File: config.mk
export PLATFORM = sky130hd
export DESIGN_NAME = signed_digit_recompose
export DESIGN_NICKNAME = d
export VERILOG_FILES = /design/src/rtl/signed_digit_recompose.sv
export SDC_FILE = /design/constraint.sdc
export NUM_CORES = 1
export LEC_CHECK = 0
export CAP_MARGIN = 20
export CORE_UTILIZATION = 30
export CTS_BUF_LIST = sky130_fd_sc_hd__clkbuf_4 sky130_fd_sc_hd__clkbuf_8 sky130_fd_sc_hd__clkbuf_16
export CTS_CLUSTER_SIZE = 28
export DETAILED_ROUTE_END_ITERATION = 16
export GPL_ROUTABILITY_DRIVEN = 0
export MAX_ROUTING_LAYER = met4
export PLACE_DENSITY = 0.59
export SLEW_MARGIN = 10
export SYNTH_ARGS = -nofsm -noshare
export SYNTH_HDL_FRONTEND = slang
export SYNTH_SLANG_ARGS = --single-unit
File: constraint.sdc
create_clock -name clk -period 12.2 [get_ports clk]
set_input_delay 2.44 -clock clk [delete_from_list [all_inputs] [get_ports clk]]
set_output_delay 2.44 -clock clk [all_outputs]
set_load 0.02 [all_outputs]
File: src/rtl/signed_digit_recompose.sv
// Rebuilds a residue mod Q from NUM_DIGITS signed gadget digits (MSB first)
// by Horner evaluation: BASE_LOG modular doublings then one modular add per digit.
module signed_digit_recompose #(
    parameter int unsigned                  DATA_SIZE_ARB = 27,
    parameter logic [DATA_SIZE_ARB-1:0]     Q             = 27'h7FFF801,
    parameter int unsigned                  BASE_LOG      = 7,
    parameter int unsigned                  NUM_DIGITS    = 4
) (
    input  logic                     clk,
    input  logic                     rst,
    input  logic [DATA_SIZE_ARB-1:0] digit_in,
    input  logic                     digit_valid,
    output logic                     digit_ready,
    output logic [DATA_SIZE_ARB-1:0] value_out,
    output logic                     value_valid,
    input  logic                     value_ready,
    output logic                     busy
);

    localparam int unsigned W  = DATA_SIZE_ARB;
    localparam int unsigned SW = $clog2(BASE_LOG + 1);
    localparam int unsigned DW = $clog2(NUM_DIGITS + 1);

    typedef enum logic [1:0] {
        S_WAIT,
        S_SHIFT,
        S_ADD,
        S_OUT
    } state_t;

    state_t          state;
    logic [W-1:0]    acc;
    logic [W-1:0]    dreg;
    logic [SW-1:0]   shift_cnt;
    logic [DW-1:0]   digit_cnt;

    logic [W:0]      dbl;
    logic [W:0]      sum;
    logic [W:0]      q_ext;
    logic [W-1:0]    acc_dbl;
    logic [W-1:0]    acc_add;

    // Both operands are already < Q, so a single conditional subtract keeps results in [0,Q).
    always_comb begin
        q_ext   = {1'b0, Q};
        dbl     = {acc, 1'b0};
        sum     = {1'b0, acc} + {1'b0, dreg};
        acc_dbl = (dbl >= q_ext) ? W'(dbl - q_ext) : W'(dbl);
        acc_add = (sum >= q_ext) ? W'(sum - q_ext) : W'(sum);
    end

    assign digit_ready = (state == S_WAIT);

    always_ff @(posedge clk or posedge rst) begin
        if (rst) begin
            state       <= S_WAIT;
            acc         <= '0;
            dreg        <= '0;
            shift_cnt   <= '0;
            digit_cnt   <= '0;
            value_out   <= '0;
            value_valid <= 1'b0;
            busy        <= 1'b0;
        end else begin
            case (state)
                S_WAIT: begin
                    if (digit_valid) begin
                        dreg      <= digit_in;
                        busy      <= 1'b1;
                        shift_cnt <= '0;
                        state     <= S_SHIFT;
                    end
                end
                S_SHIFT: begin
                    acc       <= acc_dbl;
                    shift_cnt <= shift_cnt + 1'b1;
                    if (shift_cnt == SW'(BASE_LOG - 1)) begin
                        state <= S_ADD;
                    end
                end
                S_ADD: begin
                    acc       <= acc_add;
                    digit_cnt <= digit_cnt + 1'b1;
                    if (digit_cnt == DW'(NUM_DIGITS - 1)) begin
                        value_out   <= acc_add;
                        value_valid <= 1'b1;
                        state       <= S_OUT;
                    end else begin
                        state <= S_WAIT;
                    end
                end
                S_OUT: begin
                    if (value_ready) begin
                        value_valid <= 1'b0;
                        acc         <= '0;
                        digit_cnt   <= '0;
                        busy        <= 1'b0;
                        state       <= S_WAIT;
                    end
                end
                default: state <= S_WAIT;
            endcase
        end
    end

endmodule

Yosys cells after proc, flatten, opt, wreduce, memory -nomap -nowiden --
Cells that the tools add are included.
Storage, ports and cells: input bits 31, word-level logic and storage cells 55, output and inout port bits 30, bits in registers 91
Operators by class: eq/ne operators 9, muxes and demuxes 18, order comparisons 2, reductions and logical operators 13, $add $sub $neg 5
Operator list (count):
- two-way mux 27 bit | 3
- one-hot mux 27 bit (3 select lines) | 1
- greater-or-equal comparator 28 x 27 -> 1 bit (second input constant) | 2
- subtractor 27 bit (second input constant) | 2
- adder 27 x 27 -> 28 bit | 1
- one-hot mux 3 bit (2 select lines) | 2
- AND reduction 2 bit | 5
- AND reduction 3 bit | 3
- two-way mux 2 bit | 4
- inequality test 2 bit (second input constant) | 4
- one-hot mux 2 bit (4 select lines) | 1
- adder 3 x 1 -> 3 bit (second input constant) | 2
- two-way mux 3 bit | 2
- nonzero test 2 bit | 3
- == test 2 bit (second input constant) | 2
- one-hot mux 1 bit (2 select lines) | 2
- == test 3 x 2 -> 1 bit (second input constant) | 1
- == test 3 bit (second input constant) | 1
- two-way mux 1 bit | 3
- nonzero test 3 bit | 1
- == test 2 x 1 -> 1 bit (second input constant) | 1
- logical NOT 2 bit | 1

Logic depth before layout (Yosys ltp) --
word-level depth 4, depth in mapped cells 14, gate-level depth less buffers 13

Worst setup path before layout --
OpenSTA, ideal clock, no wires.
path type register to register, start point reg acc[0], end point reg acc[25], library setup time 65 ps, required time 12135 ps, path buffers 0, cell stages (with the launch flop) 14, path slack 8274 ps, arrival time 3861 ps, period minus slack after synthesis 3926 ps, path through dfrtp_1 -> ha_1 -> fa_1 -> a21o_1 -> a311o_1 -> a221oi_2 -> o211ai_2 -> a41oi_4 -> xor2_2 -> a2111oi_4 -> a21oi_1 -> or4_1 -> a21oi_1 -> o22a_1
On the way: word-level cells in the longest chain between the ends 4, elaborated cells between the ends (all ways) 8, classes of those cells add/sub (3); order compare (2); mux (3)
Ends and longest elaborated chain:
- from (decl) | line 32 | logic [W-1:0] acc;
- from (signal assigned) | line 75 | acc <= acc_dbl;
- adder 27 x 27 -> 28 bit | line 47 | sum = {1'b0, acc} + {1'b0, dreg};
- subtractor 27 bit or greater-or-equal comparator 28 x 27 -> 1 bit (tied branches) | line 49 | acc_add = (sum >= q_ext) ? W'(sum - q_ext) : W'(sum);
- two-way mux 27 bit | line 49
- one-hot mux 27 bit (3 select lines) (*) | line 65 | case (state)
Every way passes the cells marked *; elsewhere a longest branch is shown, timed or not. A chain may end at the register's enable or synchronous reset.

Worst setup path after layout --
start point reg state[1], end point out digit_ready
On the way: word-level cells in the longest chain between the ends 1
Ends and longest elaborated chain:
- from (decl) | line 31 | state_t state;
- from (signal assigned) | line 56 | state <= S_WAIT;
- from (signal assigned) | line 71 | state <= S_SHIFT;
- from (signal assigned) | line 78 | state <= S_ADD;
- logical NOT 2 bit | line 52 | assign digit_ready = (state == S_WAIT);
- to (decl) | line 13 | output logic digit_ready,
No other way between the ends.

==> flow_summary.ini <==
[outcome]
status = completed

[yosys]
synth_seq_cells = 91
ys.flop_type = dfrtp_1
synth_fp_nets = 816
syn_area_um2 = 6640
synthTopCellsByArea = dfrtp_1, ha_1, nand2_1, mux2_2, o21ai_0
ys_seq_area_share_pct = 34.3
synth_top_area_share_pct = 34.3
syn-instance-count = 750
synth_edf_count = 0
synth_top_cell_by_area = dfrtp_1
synth-async-reset-ratio_pct = 100
yosys_warnings = 0
synthDistinctLibCells = 78
avgSynthCellArea_um2 = 8.86

[routing]
avgRoutedWirePerCell_um = 16.8
final_antenna_net_count = 0
drt_pass1_iterations = 5
via_per_inst = 5.35
drcViolationCount = 0
vias = 5767
drtIter0Drc = 473
wirelength_um = 18100

[power]
power_density_nw_per_um2 = 326
p_comb_share_pct = 65.6
power_frac_seq_pct = 22.7
ir_drop_mv = 0.102
pwr-share-clk_pct = 11.7
p_leak_nw = 3.12
intPower_w = 0.00124
switchingPower_w = 0.00130
p_sw_share_pct = 51.3

[cts]
cts_sinks = 91
numCtsBuffers = 9
htreeDepth = 3
clk_pin_slew_ns = 0.07
post_cts_buffers = 0
cts_resized = 0
clk_latency_ns = 0.35
clockRootBuffer = clkbuf_16
clock_path_buffers = 2
hold_buffers = 0
cts_tree = yes

[final_layout]
register_area_um2 = 2280
drive_gt1_share_pct = 10.4
multi_input_comb_area_um2 = 4160
final_area_um2 = 7780
antenna_cells = 0
fill_cells = 2216
syn_to_final_growth_pct = 17.2
final_util_pct = 35.8
nNetsFinal = 859

[sta]
fmax_mhz = 213
worst_slew_pin_slew_ns = 1.05
skew_ns = 0.00660
hold_viol = 0
hold_ws_ns = 0.477
setup_viol = 0
post-route-period-util_pct = 38.5
setup_total_negative_slack_ns = 0
final_max_slew_viol_count = 0
relSlewSlack_pct = 29.6
post-route-min-period_ns = 4.69
rsz0062_at_grt = no

[critical_path]
start_kind = flop
slowest_stage = dfrtp_1
reg2reg_from = acc[0]
required_ns = 9.76
max_stage_delay_ns = 0.70
cp_data_arrival_time_ns = 2.25
crit_chain = nor2_1 > clkdlybuf4s50_1
worstSetupPathType = reg -> out
end_kind = primary output
reg2reg_slack_ns = 7.79
reg2reg_to = acc[8]
worstPathMaxFanout = 28
r2r.worst_path.cells = 13

[worst_hold_path]
min_from = value_out[24]
hold_depth = 2
hold_class = reg -> reg
whs_endpoint = value_out[24]

[global_route]
grt_pass1_vias = 5471
antenna_found_initial = 0
grt_max_degree = 54
grt_usage_pct = 17.4
grt-ovfl-total = 0
grt_pass1_wl_um = 29700

[placed_design]
place_hpwl_um = 13800
place_area_um2 = 7480
io_buffers = 60

[die]
chipWidth_um = 151
io_pins = 61
die_area_um2 = 22700
core_area_um2 = 21800
rows = 54
die_h_um = 151
start_util_pct = 30.5

[run]
maxCapViolations = 0
[power groups by stage]
stage               logic [W]  registers, W  clock network, W
finish                0.00167      0.000576          0.000297
global route          0.00184      0.000597          0.000315
detailed placement    0.00165      0.000580                 0
global placement      0.00163      0.000577                 0
floorplan             0.00124      0.000553                 0
CTS                   0.00166      0.000575          0.000303
[synth_stat cells, types with 3 or more instances]
master / number
a21oi_2: 3
a21oi_1: 54
nor3_2: 3
a211oi_1: 3
o21ai_0: 56
nand4_1: 9
and4_1: 3
ha_1: 34
nand2b_1: 3
xor2_1: 26
a21o_1: 11
clkbuf_1: 26
nor2_1: 45
a22oi_1: 10
nand2_1: 87
xnor2_1: 32
o31ai_1: 4
a2111oi_0: 3
o211ai_1: 5
mux2_2: 28
o21ai_1: 23
inv_1: 17
nor3_1: 18
nor4_1: 7
and3_1: 17
or3_1: 7
o22ai_1: 5
a31oi_1: 7
nand3_1: 31
dfrtp_1: 91
nand3_2: 3
and2_1: 14
[worst max-delay path, delay by kind of cell, from the launching register on]
| kind | cells | cell delay [ns] |
|---|---|---|
| flops | 1 | 0.70 |
| buf+inv | 1 | 0.69 |
| simple gates | 1 | 0.50 |
[through the flow]
step | worst slack [ns] | instances | power, W
4_1_cts | 7.51 | 1078 | 0.00253
5_1_grt | 7.38 | 1078 | 0.00276
6_report | 7.51 | 1078 | 0.00254
3_3_place_gp | 7.57 | 1062 | 0.00221
3_5_place_dp | 7.58 | 1062 | 0.00223
2_1_floorplan | 7.40 | 750 | 0.00179
[layout make-up]
type	count	area share, %
Clock buffer	11	3.17
Clock inverter	5	0.771
Inverter	18	0.884
Multi-Input combinational cell	610	53.4
Sequential cell	91	29.3
Tap cell	280	4.50
Timing Repair Buffer	63	8.00
[how the worst max path moves through the flow]
| stage | startpoint | to | slack [ns] | cells after the start |
|---|---|---|---|---|
| final | state[1] | digit_ready | 7.51 | 2 |
| after global routing | state[1] | digit_ready | 7.38 | 2 |
| after CTS | state[1] | digit_ready | 7.51 | 2 |
| after detailed placement | value_ready | acc[22] | 7.58 | 6 |
| after global placement | value_ready | acc[21] | 7.57 | 6 |
| after floorplan | rst | acc[0] | 7.40 | 1 |
[cell families after synthesis]
kind of cell	after synthesis	share of synthesized area, %
muxes	31	5.39
and+or+nand+nor	262	19.9
buffers and inverters	49	3.09
DFF	91	34.3
AOI/OAI and AO/OA	222	22.5
adders and majority gates	35	6.71
xor gates and xnor gates	60	8.14
[state kept, by name (all words and copies together), names as in the netlist]
| signal | flops |
|---|---|
| digit_cnt | 3 |
| shift_cnt | 3 |
| dreg | 27 |
| value_valid | 1 |
| value_out | 27 |
| acc | 27 |
| busy | 1 |
| state | 2 |
[per-layer routing]
layer	global-route usage, %	vias to the layer above	part of all wire [%]
met4	5.00	0	1.3
met1	25.1	2728	49
met3	2.20	16	6.1
met2	25.4	180	43
met5	-	-	0
li1	-	2843	-
[cells in the final DEF, fill, tap and decap left out, types with 10 or more instances in the layout]
master and count:
nor3_1 18, and3_1 17, inv_1 16, a21oi_1 54, o21ai_0 56, nor2_1 45, mux2_2 28, xor2_1 26
dfrtp_1 91, nand2_1 87, a22oi_1 10, a21o_1 11, nand3_1 31, clkdlybuf4s50_1 60, xnor2_1 32, and2_1 14
o21ai_1 23, ha_1 34
(Power assumes the default switching activity.)
